--- src/rtl/req_queue3_pkg.sv ---
// req_queue3_pkg
//   Shared definitions for the three-channel request queue:
//   channel count, channel-index width, drop-counter width, and
//   grant decoding helpers.
package req_queue3_pkg;

    localparam int unsigned NUM_CH = 3;
    localparam int unsigned CH_W   = 2;
    localparam int unsigned DROP_W = 8;

    // Index of the set bit of a one-hot vector; only meaningful when
    // the vector really is one-hot.
    function automatic logic [CH_W-1:0] onehot_to_idx(input logic [NUM_CH-1:0] oh);
        onehot_to_idx = '0;
        for (int unsigned i = 0; i < NUM_CH; i++) begin
            if (oh[i]) onehot_to_idx = CH_W'(i);
        end
    endfunction

    function automatic logic is_onehot(input logic [NUM_CH-1:0] oh);
        is_onehot = (oh != '0) && ((oh & (oh - 1'b1)) == '0);
    endfunction

endpackage

--- src/rtl/req_queue3_fifo.sv ---
// req_fifo
//   Single-channel FIFO of DEPTH entries (DEPTH a power of two, >= 2)
//   with wrapping pointers and an occupancy count 0..DEPTH.
//   Ports:
//     clk, asrst   clock, asynchronous active-high reset
//     push, wdata  write strobe and data (ignored when full)
//     pop          read strobe (ignored when empty)
//     rdata        head entry, combinational from registered state
//     full, empty  occupancy flags
module req_fifo #(
    parameter int unsigned DW    = 8,
    parameter int unsigned DEPTH = 4
) (
    input  logic          clk,
    input  logic          asrst,
    input  logic          push,
    input  logic          pop,
    input  logic [DW-1:0] wdata,
    output logic [DW-1:0] rdata,
    output logic          full,
    output logic          empty
);

    localparam int unsigned AW       = (DEPTH > 1) ? $clog2(DEPTH) : 1;
    localparam logic [AW:0] FULL_CNT = (AW + 1)'(DEPTH);

    logic [DW-1:0] mem [DEPTH];
    logic [AW-1:0] wptr;
    logic [AW-1:0] rptr;
    logic [AW:0]   count;
    logic          do_push;
    logic          do_pop;

    assign full    = (count == FULL_CNT);
    assign empty   = (count == '0);
    assign rdata   = mem[rptr];
    assign do_push = push & ~full;
    assign do_pop  = pop & ~empty;

    // Storage carries no reset: stale entries are unreachable once the
    // pointers and count are cleared.
    always_ff @(posedge clk) begin
        if (do_push) mem[wptr] <= wdata;
    end

    // Pointers wrap naturally because DEPTH is a power of two.
    always_ff @(posedge clk or posedge asrst) begin
        if (asrst) begin
            wptr  <= '0;
            rptr  <= '0;
            count <= '0;
        end else begin
            if (do_push) wptr <= wptr + 1'b1;
            if (do_pop)  rptr <= rptr + 1'b1;
            case ({do_push, do_pop})
                2'b10:   count <= count + 1'b1;
                2'b01:   count <= count - 1'b1;
                default: count <= count;
            endcase
        end
    end

endmodule

--- src/rtl/req_queue3.sv ---
// req_queue3
//   Three independent request FIFOs feeding an external round-robin
//   arbiter. A one-hot grant pops the granted channel; the popped
//   payload and channel index are registered one cycle later.
//   Ports:
//     clk, asrst   clock, asynchronous active-high reset
//     en           enables request presentation and pops
//     in_vld/data  per-channel push strobe and payload (ch i at [i*DW +: DW])
//     in_rdy       per-channel not-full
//     req_vld      per-channel request (en & non-empty)
//     grant        one-hot grant from the arbiter
//     out_vld/data/ch  registered pop result
//     drop_cnt     per-channel saturating count of refused pushes
//   Build option: define REQ_QUEUE_DROP_CNT_EN to build the drop counters;
//   otherwise drop_cnt is tied to zero.
module req_queue3
    import req_queue3_pkg::*;
#(
    parameter int unsigned DW    = 8,
    parameter int unsigned DEPTH = 4
) (
    input  logic                     clk,
    input  logic                     asrst,
    input  logic                     en,
    input  logic [NUM_CH-1:0]        in_vld,
    input  logic [NUM_CH*DW-1:0]     in_data,
    output logic [NUM_CH-1:0]        in_rdy,
    output logic [NUM_CH-1:0]        req_vld,
    input  logic [NUM_CH-1:0]        grant,
    output logic                     out_vld,
    output logic [DW-1:0]            out_data,
    output logic [CH_W-1:0]          out_ch,
    output logic [NUM_CH*DROP_W-1:0] drop_cnt
);

    logic [DW-1:0]     rdata [NUM_CH];
    logic [NUM_CH-1:0] full;
    logic [NUM_CH-1:0] empty;
    logic [NUM_CH-1:0] push;
    logic [NUM_CH-1:0] pop;
    logic [DW-1:0]     pop_data;

    assign in_rdy  = ~full;
    assign req_vld = {NUM_CH{en}} & ~empty;
    assign push    = in_vld & in_rdy;
    assign pop     = is_onehot(grant) ? (grant & req_vld) : '0;

    for (genvar g = 0; g < NUM_CH; g++) begin : g_ch
        req_fifo #(
            .DW    (DW),
            .DEPTH (DEPTH)
        ) u_fifo (
            .clk   (clk),
            .asrst (asrst),
            .push  (push[g]),
            .pop   (pop[g]),
            .wdata (in_data[g*DW +: DW]),
            .rdata (rdata[g]),
            .full  (full[g]),
            .empty (empty[g])
        );
    end

    always_comb begin
        pop_data = '0;
        for (int unsigned i = 0; i < NUM_CH; i++) begin
            if (pop[i]) pop_data = rdata[i];
        end
    end

    always_ff @(posedge clk or posedge asrst) begin
        if (asrst) begin
            out_vld  <= 1'b0;
            out_data <= '0;
            out_ch   <= '0;
        end else begin
            out_vld <= |pop;
            if (|pop) begin
                out_data <= pop_data;
                out_ch   <= onehot_to_idx(grant);
            end
        end
    end

`ifdef REQ_QUEUE_DROP_CNT_EN
    logic [DROP_W-1:0] drop_q [NUM_CH];

    always_ff @(posedge clk or posedge asrst) begin
        if (asrst) begin
            for (int unsigned i = 0; i < NUM_CH; i++) drop_q[i] <= '0;
        end else begin
            for (int unsigned i = 0; i < NUM_CH; i++) begin
                if (in_vld[i] && !in_rdy[i] && (drop_q[i] != '1))
                    drop_q[i] <= drop_q[i] + 1'b1;
            end
        end
    end

    always_comb begin
        drop_cnt = '0;
        for (int unsigned i = 0; i < NUM_CH; i++) drop_cnt[i*DROP_W +: DROP_W] = drop_q[i];
    end
`else
    assign drop_cnt = '0;
`endif

endmodule

--- config.mk ---
export PLATFORM = sky130hd
export DESIGN_NAME = req_queue3
export DESIGN_NICKNAME = d
export VERILOG_FILES = /design/src/rtl/req_queue3_pkg.sv /design/src/rtl/req_queue3_fifo.sv /design/src/rtl/req_queue3.sv
export SDC_FILE = /design/constraint.sdc
export NUM_CORES = 1
export LEC_CHECK = 0
export ABC_CLOCK_PERIOD_IN_PS = 2800
export CELL_PAD_IN_SITES_DETAIL_PLACEMENT = 0
export CELL_PAD_IN_SITES_GLOBAL_PLACEMENT = 1
export CORE_UTILIZATION = 40
export CTS_BUF_LIST = sky130_fd_sc_hd__clkbuf_8
export DETAILED_ROUTE_END_ITERATION = 16
export DONT_BUFFER_PORTS = 1
export GPL_ROUTABILITY_DRIVEN = 0
export PLACE_DENSITY = 0.68
export SKIP_CTS_REPAIR_TIMING = 1
export SLEW_MARGIN = 20
export SYNTH_ARGS = -nofsm -noshare
export SYNTH_HDL_FRONTEND = slang
export SYNTH_HIERARCHICAL = 1
export SYNTH_SLANG_ARGS = --single-unit
--- constraint.sdc ---
create_clock -name clk -period 2.8 [get_ports clk]
set_input_delay 0.56 -clock clk [delete_from_list [all_inputs] [get_ports clk]]
set_output_delay 0.56 -clock clk [all_outputs]
set_load 0.005 [all_outputs]
== Word-level counts from Yosys, hierarchy flattened ==
Memory sizes are Yosys's and may differ from the RTL's.
Cells that the tools add are included.
Operators by class
  $add $sub $neg: 13
  equality and inequality tests: 9
  muxes and demuxes: 15
  bitwise gates (word level): 18
  reductions and logical operators: 10
Operator list (count)
  2-to-1 mux 8 bit: 3
  case mux 3 bit (2 select lines): 3
  adder 2 x 1 -> 2 bit, second input constant: 6
  bitwise AND 3 bit: 4
  logical NOT 3 bit: 4
  subtractor 3 x 1 -> 3 bit, second input constant: 4
  adder 3 x 1 -> 3 bit, second input constant: 3
  == test 3 bit, second input constant: 3
  2-to-1 mux 1 bit: 7
  bitwise AND 1 bit: 6
  == test 2 x 1 -> 1 bit, second input constant: 3
  == test 2 bit, second input constant: 3
  inverter 1 bit: 6
  inverter 3 bit: 2
  nonzero test 2 bit: 3
  2-to-1 mux 3 bit: 1
  nonzero test 3 bit: 1
  OR reduction 3 bit: 1
  2-to-1 mux 2 bit: 1
  logical AND 1 bit: 1
Storage, ports and cells
  flip-flop bits (word level): 32
  RAM bits: 96
  output and inout bits: 41
  word-level logic and storage cells: 80
  memories kept: 3
Memory list
  g_ch[0].u_fifo.mem: words 4, width 8, rd ports 1, clocked after memory_dff 0, wr ports 1, RTL line req_queue3_fifo.sv:27  | logic [DW-1:0] mem [DEPTH];
  g_ch[1].u_fifo.mem: words 4, width 8, rd ports 1, clocked after memory_dff 0, wr ports 1, RTL line req_queue3_fifo.sv:27
  g_ch[2].u_fifo.mem: words 4, width 8, rd ports 1, clocked after memory_dff 0, wr ports 1, RTL line req_queue3_fifo.sv:27

== Logic depth before layout (Yosys ltp) ==
Gate-level depths: netlist (run 1).
  word-level depth: 8
  gate-level depth with buffers: 12
  mapped depth without buffers: 12

== By module ==
Netlist (run 1), hierarchy kept.
By module, submodules not included
  req_fifo: times used 3, cells each 80, area an instance 1596.5 µm², seq. area each 1136.1 µm²
  req_queue3: times used 1, cells each 94, area an instance 868.3 µm², seq. area each 275.3 µm²

== Worst setup path before layout (run 1) ==
Ideal clock, no wire load.
  path kind: input-to-reg
  start: in grant[1]
  end: reg g_ch[1].u_fifo.count[2]
  library setup time: 0.079 ns
  arrival: 2.571 ns
  required time: 2.721 ns
  slack: 0.150 ns
  cell stages on the path: 11
  cells stage by stage: nand2b_4 nor4b_4 nand2b_1 and2_1 o31a_2 ha_1 inv_1 fa_1 xor2_1 nor2_1 xor2_1
On the way
  longest elaborated chain between the ends: 8
  elaborated cells between the ends (all ways): 12
Ends and longest elaborated chain
  from (decl): RTL line req_queue3.sv:29  | input logic [NUM_CH-1:0] grant,
  subtractor 3 x 1 -> 3 bit: RTL line req_queue3_pkg.sv:21  | is_onehot = (oh != '0) && ((oh & (oh - 1'b1)) == '0);
  bitwise AND 3 bit: RTL line req_queue3_pkg.sv:21
  logical NOT 3 bit: RTL line req_queue3_pkg.sv:21
  logical AND 1 bit: RTL line req_queue3_pkg.sv:21
  2-to-1 mux 3 bit (*): RTL line req_queue3.sv:46  | assign pop = is_onehot(grant) ? (grant & req_vld) : '0;
  named net pop[1]: RTL line req_queue3.sv:40  | logic [NUM_CH-1:0] pop;
  bitwise AND 1 bit (*): RTL line req_queue3_fifo.sv:38  | assign do_pop = pop & ~empty;
  named net g_ch[1].u_fifo.do_pop: RTL line req_queue3_fifo.sv:32  | logic do_pop;
  == test 2 x 1 -> 1 bit or == test 2 bit (tied branches): RTL line req_queue3_fifo.sv:55  | case ({do_push, do_pop})
  case mux 3 bit (2 select lines) or nonzero test 2 bit (tied branches)
  to (signal assigned): RTL line req_queue3_fifo.sv:56  | 2'b10: count <= count + 1'b1;
  to (signal assigned): RTL line req_queue3_fifo.sv:57  | 2'b01: count <= count - 1'b1;
  to (signal assigned): RTL line req_queue3_fifo.sv:58  | default: count <= count;
  to (decl): RTL line req_queue3_fifo.sv:30  | logic [AW:0] count;
The timed path passes the listed nets; every way through them passes the cells marked *.
A chain may end at the register's enable or synchronous reset.

== Worst setup path in the final report (run 1) ==
  start: reg g_ch[1].u_fifo.count[0]
  end: reg g_ch[1].u_fifo.count[2]
On the way
  longest elaborated chain between the ends: 8
  elaborated cells between the ends (all ways): 18
Ends and longest elaborated chain
  logical NOT 3 bit (*): RTL line req_queue3_fifo.sv:35  | assign empty = (count == '0);
  named net empty[1]: RTL line req_queue3.sv:38  | logic [NUM_CH-1:0] empty;
  inverter 3 bit (*): RTL line req_queue3.sv:44  | assign req_vld = {NUM_CH{en}} & ~empty;
  bitwise AND 3 bit (*): RTL line req_queue3.sv:44
  bitwise AND 3 bit (*): RTL line req_queue3.sv:46
  2-to-1 mux 3 bit (*): RTL line req_queue3.sv:46
  named net pop[1]: RTL line req_queue3.sv:40
  bitwise AND 1 bit (*): RTL line req_queue3_fifo.sv:38
  named net g_ch[1].u_fifo.do_pop: RTL line req_queue3_fifo.sv:32
  == test 2 x 1 -> 1 bit or == test 2 bit (tied branches): RTL line req_queue3_fifo.sv:55
  case mux 3 bit (2 select lines) or nonzero test 2 bit (tied branches)
Marked as above.

==> out/metrics.cfg, run 1 <==
[finish]
fillCellCount = 1184
syn_to_final_growth_pct = 10.3
drive_gt1_share_pct = 24.8
antenna-diode-count = 0
final_nets = 401

[clocking]
clkSinkCount = 128
clock_latency_ns = 0.43
root_buffer = clkbuf_8
clk_pin_slew_ns = 0.08
cts_buffer_depth = 2
cts_tree = done
cts_made_buffers = 17
cts_max_level = 4

[sta]
finalClockSkew_ns = 0.00885
slew_violations = 0
fin_hold_ws_ns = 0.0222
fin_tns_setup_ns = 0
hold_viol = 0
setup_viol = 0
fin_crit_ns = 2.44
timing.slew.headroom_pct = 59.7
post-route-period-util_pct = 87.1
fmax_mhz = 410
tightest_slew_ns = 0.604
rsz0062_at_grt = no
final.setup.worst_slack_ns = 0.360

[floorplanning]
die_area_um2 = 14600
rows = 43
die_x_um = 121
io_pins = 74
die_h_um = 121
start_util_pct = 40.9
design.core.area_um2 = 13800

[run]
drv_cap = 0

[synthesis]
yosys_register_bits = 128
synth.most_common_cell = edfxtp_1
syn_avg_cell_area_um2 = 16.9
post_synth_num_cell_types = 33
yosysSeqAreaShare_pct = 65.1
syn-instance-count = 334
netlist_area_um2 = 5660
ys.warnings.count = 6
synth_common_cells = edfxtp_1 (96), inv_1 (35), dfrtp_1 (32)
async_reset_ff_share_pct = 25.0
yosys.area.top_type = edfxtp_1
synth_top_area_share_pct = 51.0
synth-edff-count = 96
synth_area_leaders = edfxtp_1 (51%), dfrtp_1 (14%), mux4_2 (9.6%)
synth_ff_type = edfxtp_1

[placement]
dp_hpwl_um = 7090
place_ws_ns = 0.267
place.port_buffers = 0

[global_routing]
grt_pass1_wl_um = 15300
grt_max_degree = 17
antenna_found_initial = 0
gr-total-overflow = 0
track_usage_pct = 14.7
first_global_vias = 2761

[critical_path]
crit_required_ns = 3.15
cp-start-kind = flop
critPathTopFamily = simple AND/OR/NAND/NOR gates
cp_slowest_cell = dfrtp_1
cp_common_cell = xor2_1
end_kind = flop
crit_path_max_fanout = 5
crit_chain = nor3_1 -> nor3b_1 -> o21ai_2 -> nand2b_1 -> and2_1 -> o31a_2 -> ha_1 -> inv_1 -> fa_1 -> xor2_1 -> nor2_1 -> xor2_1
path_buf_inv = 1
cpPeakStageDelay_ns = 0.47
crit_type = reg2reg
critPathArrivalTime_ns = 2.79

[routing]
totalWireLength_um = 9820
drt_iter0_drc = 216
wl_per_cell_um = 18.1
drc_errors = 0
ant_nets = 0
via_count = 2611
dr.pass1.iters = 6
vias_per_cell = 4.81

[status]
outcome = complete, no violations

[hold_path]
hold_path.class = in2async

[power]
irDropWorstVdd_mv = 0.564
power.density_nw_per_um2 = 1020
p_leak_nw = 2.40

==> through the flow <==
stage | total power, mW | area (um^2) | std cells | utilization (%)
after floorplan | 4.26 | 5740 | 357 | -
after global placement | 4.66 | 5780 | 510 | 41.8
after detailed placement | 4.71 | 5780 | 510 | 41.8
after CTS | 6.48 | 6230 | 542 | 45.1
after global routing | 6.77 | 6240 | 543 | 45.1
final | 6.39 | 6240 | 543 | 45.1
==> report_power, final <==
| group | leakage, nW | total (mW) | internal (mW) | switching [mW] |
|---|---|---|---|---|
| clock | 0.226 | 1.77 | 1.05 | 0.728 |
| combinational | 0.908 | 1.55 | 0.827 | 0.725 |
| sequential | 1.26 | 3.06 | 2.59 | 0.473 |
==> worst paths after layout <==
| check | start | to | slack [ns] | cells after the start |
|---|---|---|---|---|
| worst max-delay path | g_ch[1].u_fifo/count[0]$_DFFE_PP0P_ | g_ch[1].u_fifo/count[2]$_DFFE_PP0P_ | 0.36 | 12 |
| worst min-delay path | asrst | out_ch[0]$_DFFE_PP0P_ | 0.02 | 1 |
| worst max register to register | g_ch[1].u_fifo/count[0]$_DFFE_PP0P_ | g_ch[1].u_fifo/count[2]$_DFFE_PP0P_ | 0.36 | 12 |
| worst min register to register | g_ch[0].u_fifo/count[2]$_DFFE_PP0P_ | g_ch[0].u_fifo/count[2]$_DFFE_PP0P_ | 0.53 | 1 |
| max in group asynchronous | asrst | g_ch[2].u_fifo/rptr[0]$_DFFE_PP0P_ | 1.99 | 2 |
| min in group clk | in_data[11] | g_ch[1].u_fifo/mem[0][3]$_DFFE_PP_ | 0.22 | 0 |
==> worst reg2reg max path, cell delays in order (launching register included) <==
cell and delay, ns:
dfrtp_1 0.47, nor3_1 0.12, nor3b_1 0.26, o21ai_2 0.12, nand2b_1 0.09, and2_1 0.13
o31a_2 0.17, ha_1 0.18, inv_1 0.06, fa_1 0.37, xor2_1 0.15, nor2_1 0.11
xor2_1 0.16
==> cell type report <==
cell class	count	area, um^2	area share, %
multi-input combinational	162	1700	27.2
inverter	35	131	2.11
clock buffer	20	275	4.41
clock inverter	12	178	2.85
sequential	128	3680	59.0
tap	180	225	3.61
timing repair buffer	6	47.5	0.762
==> cells in the final DEF, fill, tap and decap left out, types with 11 or more instances in the layout <==
cell type / Yosys / final
clkbuf_8: 0 / 20
dfrtp_1: 32 / 32
ha_1: 15 / 15
mux4_2: 24 / 24
edfxtp_1: 96 / 96
mux2i_1: 11 / 11
inv_1: 35 / 35
nand2_1: 11 / 11
conb_1: 1 / 24
and2_2: 12 / 12
==> metal layers <==
| layer | track usage, % | routed length (um) | share of wire [%] | up-vias |
|---|---|---|---|---|
| met5 | 0 | 0 | 0 | - |
| met4 | 6.02 | 67 | 0.68 | 0 |
| met3 | 6.95 | 826 | 8.4 | 6 |
| met2 | 22.5 | 4800 | 49 | 69 |
| met1 | 18.0 | 4130 | 42 | 1336 |
| li1 | - | - | - | 1200 |
==> cell families (layout without fill, tap and decap cells) <==
logic type	Yosys count	in the layout	share of synthesized area, %
muxes	39	39	12.5
and+or+nand+nor	50	50	6.79
AOI/OAI and AO/OA	13	13	2.01
DFF	128	128	65.1
buffers and inverters	67	73	6.37
other	1	24	0.0663
xor gates and xnor gates	18	18	2.79
adders and majority gates	18	18	4.38
==> flip-flops by register name, summed over array words and instances (netlist names) <==
signal	count
out_ch	2
g_ch.u_fifo/count	9
out_vld	1
g_ch.u_fifo/wptr	6
g_ch.u_fifo/rptr	6
out_data	8
g_ch.u_fifo/mem	96
Note: power is estimated with default switching activity, not from simulation.
==> run 2, diff against run 1 <==
ABC_CLOCK_PERIOD_IN_PS = 2200   (was 2800)
PLACE_DENSITY = unset   (was 0.68)
PLACE_DENSITY_LB_ADDON = 0.1   (was unset)
clock period = 2.2 ns   (was 2.8 ns; I/O delays follow)
==> out/metrics.cfg, run 2 (synthesis results as in run 1) <==
[status]
outcome = complete, but fails checks
violations = setup timing

[routing]
via_count = 2733  ; +4.7%
drt_iter0_drc = 89  ; -59%
ant_nets = 0  ; unchanged
totalWireLength_um = 10400  ; +6.2%
vias_per_cell = 4.79  ; -0.46%
wl_per_cell_um = 18.3  ; +0.95%
drc_errors = 0  ; unchanged
dr.pass1.iters = 4  ; -2

[hold_path]
hold_path.class = in2reg

[floorplanning]
start_util_pct = 40.9  ; unchanged
rows = 43  ; unchanged
die_area_um2 = 14600  ; unchanged
die_h_um = 121  ; unchanged
die_x_um = 121  ; unchanged
design.core.area_um2 = 13800  ; unchanged
io_pins = 74  ; unchanged

[clocking]
clock_latency_ns = 0.42  ; about the same
clkSinkCount = 128  ; unchanged
cts_buffer_depth = 2  ; unchanged
root_buffer = clkbuf_8
cts_tree = done
cts_made_buffers = 17  ; unchanged
clk_pin_slew_ns = 0.07  ; about the same
cts_max_level = 4  ; unchanged

[global_routing]
gr-total-overflow = 0  ; unchanged
grt_pass1_wl_um = 15700  ; +3.0%
use_met2_pct = 24.6  ; +2.2 points
grt_max_degree = 17  ; unchanged
track_usage_pct = 15.3  ; +0.56 points
gr-usage-met3_pct = 5.78  ; -1.2 points
use_met1_pct = 18.7  ; +0.67 points
antenna_found_initial = 0  ; unchanged
first_global_vias = 2793  ; +1.2%
top_usage_layer = met2

[sta]
fmax_mhz = 452  ; +10%
fin_hold_ws_ns = 0.106  ; +0.0842 ns
fin_tns_setup_ns = -0.0204  ; -0.0204 ns
timing.slew.headroom_pct = 61.3  ; +1.6 points
fin_crit_ns = 2.21  ; -0.229 ns
hold_viol = 0  ; unchanged
finalClockSkew_ns = 0.0102  ; +0.00137 ns
tightest_slew_ns = 0.580  ; -0.0234 ns
final.setup.worst_slack_ns = -0.0102  ; -0.371 ns
setup_viol = 2  ; +2
post-route-period-util_pct = 100  ; +13 points
slew_violations = 0  ; unchanged
rsz0062_at_grt = yes

[power]
power.density_nw_per_um2 = 1280  ; +25%
p_leak_nw = 2.57  ; +7.1%
irDropWorstVdd_mv = 0.684  ; +21%

[critical_path]
critPathTopFamily = simple AND/OR/NAND/NOR gates
cp_slowest_cell = or4b_4
cp-start-kind = flop
crit_chain = nor3_4 -> or4b_4 -> inv_2 -> o31a_4 -> ha_4 -> inv_2 -> fa_2 -> xor2_1 -> nor2_1 -> xor2_1
path_buf_inv = 2  ; +1
end_kind = flop
critPathArrivalTime_ns = 2.56  ; -0.23 ns
crit_required_ns = 2.55  ; -0.60 ns
cpPeakStageDelay_ns = 0.49  ; +0.02 ns
rrSetupSlack_ns = -0.01  ; -0.37 ns
crit_type = reg2reg
crit_path_max_fanout = 3  ; -2

[finish]
syn_to_final_growth_pct = 15.5
antenna-diode-count = 0  ; unchanged
final_common_cell = edfxtp_1
final_cell_mix = edfxtp_1 (96), inv_1 (37), buf_4 (31)
top_register = g_ch.u_fifo/mem
largest_register_ffs = 96  ; unchanged
final_core_util_pct = 47.3  ; +2.1 points
final_nets = 429  ; +7.0%
top_regs = g_ch.u_fifo/mem x96, g_ch.u_fifo/count x9, out_data x8
drive_gt1_share_pct = 33.5  ; +8.7 points

[placement]
dp_hpwl_um = 7400  ; +4.5%
place_ws_ns = -0.159  ; -0.426 ns
place.port_buffers = 0  ; unchanged

[run]
drv_cap = 0  ; unchanged

## run 2: cell count changes in the layout (fill, tap and decap cells not counted), moves of 3 or more
cell | previous run | this run
inv_2 | 0 | 4
nor3_1 | 3 | 0
fa_2 | 0 | 3
ha_4 | 0 | 3
o31a_2 | 3 | 0
buf_4 | 5 | 31
o31a_4 | 0 | 3
ha_1 | 15 | 12
fa_1 | 3 | 0
## run 2: worst paths after layout
path                                                        to                                start  cells after the start
setup reg to reg           g_ch[2].u_fifo/count[2]$_DFFE_PP0P_  g_ch[2].u_fifo/count[1]$_DFFE_PP0P_                     10
hold / removal              g_ch[2].u_fifo/mem[2][0]$_DFFE_PP_                          in_data[16]                      0
hold reg to reg                          out_ch[0]$_DFFE_PP0P_                out_ch[0]$_DFFE_PP0P_                      1
max in group asynchronous              out_data[3]$_DFFE_PP0P_                                asrst                      2
min in group asynchronous  g_ch[1].u_fifo/count[1]$_DFFE_PP0P_                                asrst                      2
setup / recovery           g_ch[2].u_fifo/count[2]$_DFFE_PP0P_  g_ch[2].u_fifo/count[1]$_DFFE_PP0P_                     10
## run 2: worst reg2reg max path: stages (launching register included)
cell and delay (ns):
dfrtp_1 0.41, nor3_4 0.07, or4b_4 0.49, inv_2 0.08
o31a_4 0.14, ha_4 0.13, inv_2 0.04, fa_2 0.37
xor2_1 0.14, nor2_1 0.11, xor2_1 0.15
## run 2: metal layers
metal  routed length [um]  vias up
li1                     -     1248
met1                 4390     1415
met2                 5350       60
met3                  581       10
met4                  108        0
met5                    0        -
## run 2: cell type report
cell class | count | area, um^2
Sequential cell | 128 | 3690
Tap cell | 180 | 225
Inverter | 35 | 131
Clock buffer | 21 | 289
Clock inverter | 11 | 123
Timing Repair Buffer | 34 | 265
Multi-Input combinational cell | 162 | 1820
Fill cell | 1195 | 7290
## run 2: metrics by stage
stage	std cells	cell area, um^2	power [mW]
2_1_floorplan	357	5810	5.47
3_3_place_gp	535	6030	6.28
6_report	571	6540	8.38
4_1_cts	567	6440	8.42
5_1_grt	571	6540	8.88
3_5_place_dp	535	6030	6.33
## run 2: where the power goes
group | internal [mW] | total [mW] | switching [mW]
combinational | 1.34 | 2.52 | 1.18
clock | 1.21 | 2.05 | 0.838
sequential | 3.30 | 3.81 | 0.512
total | 5.86 | 8.38 | 2.53
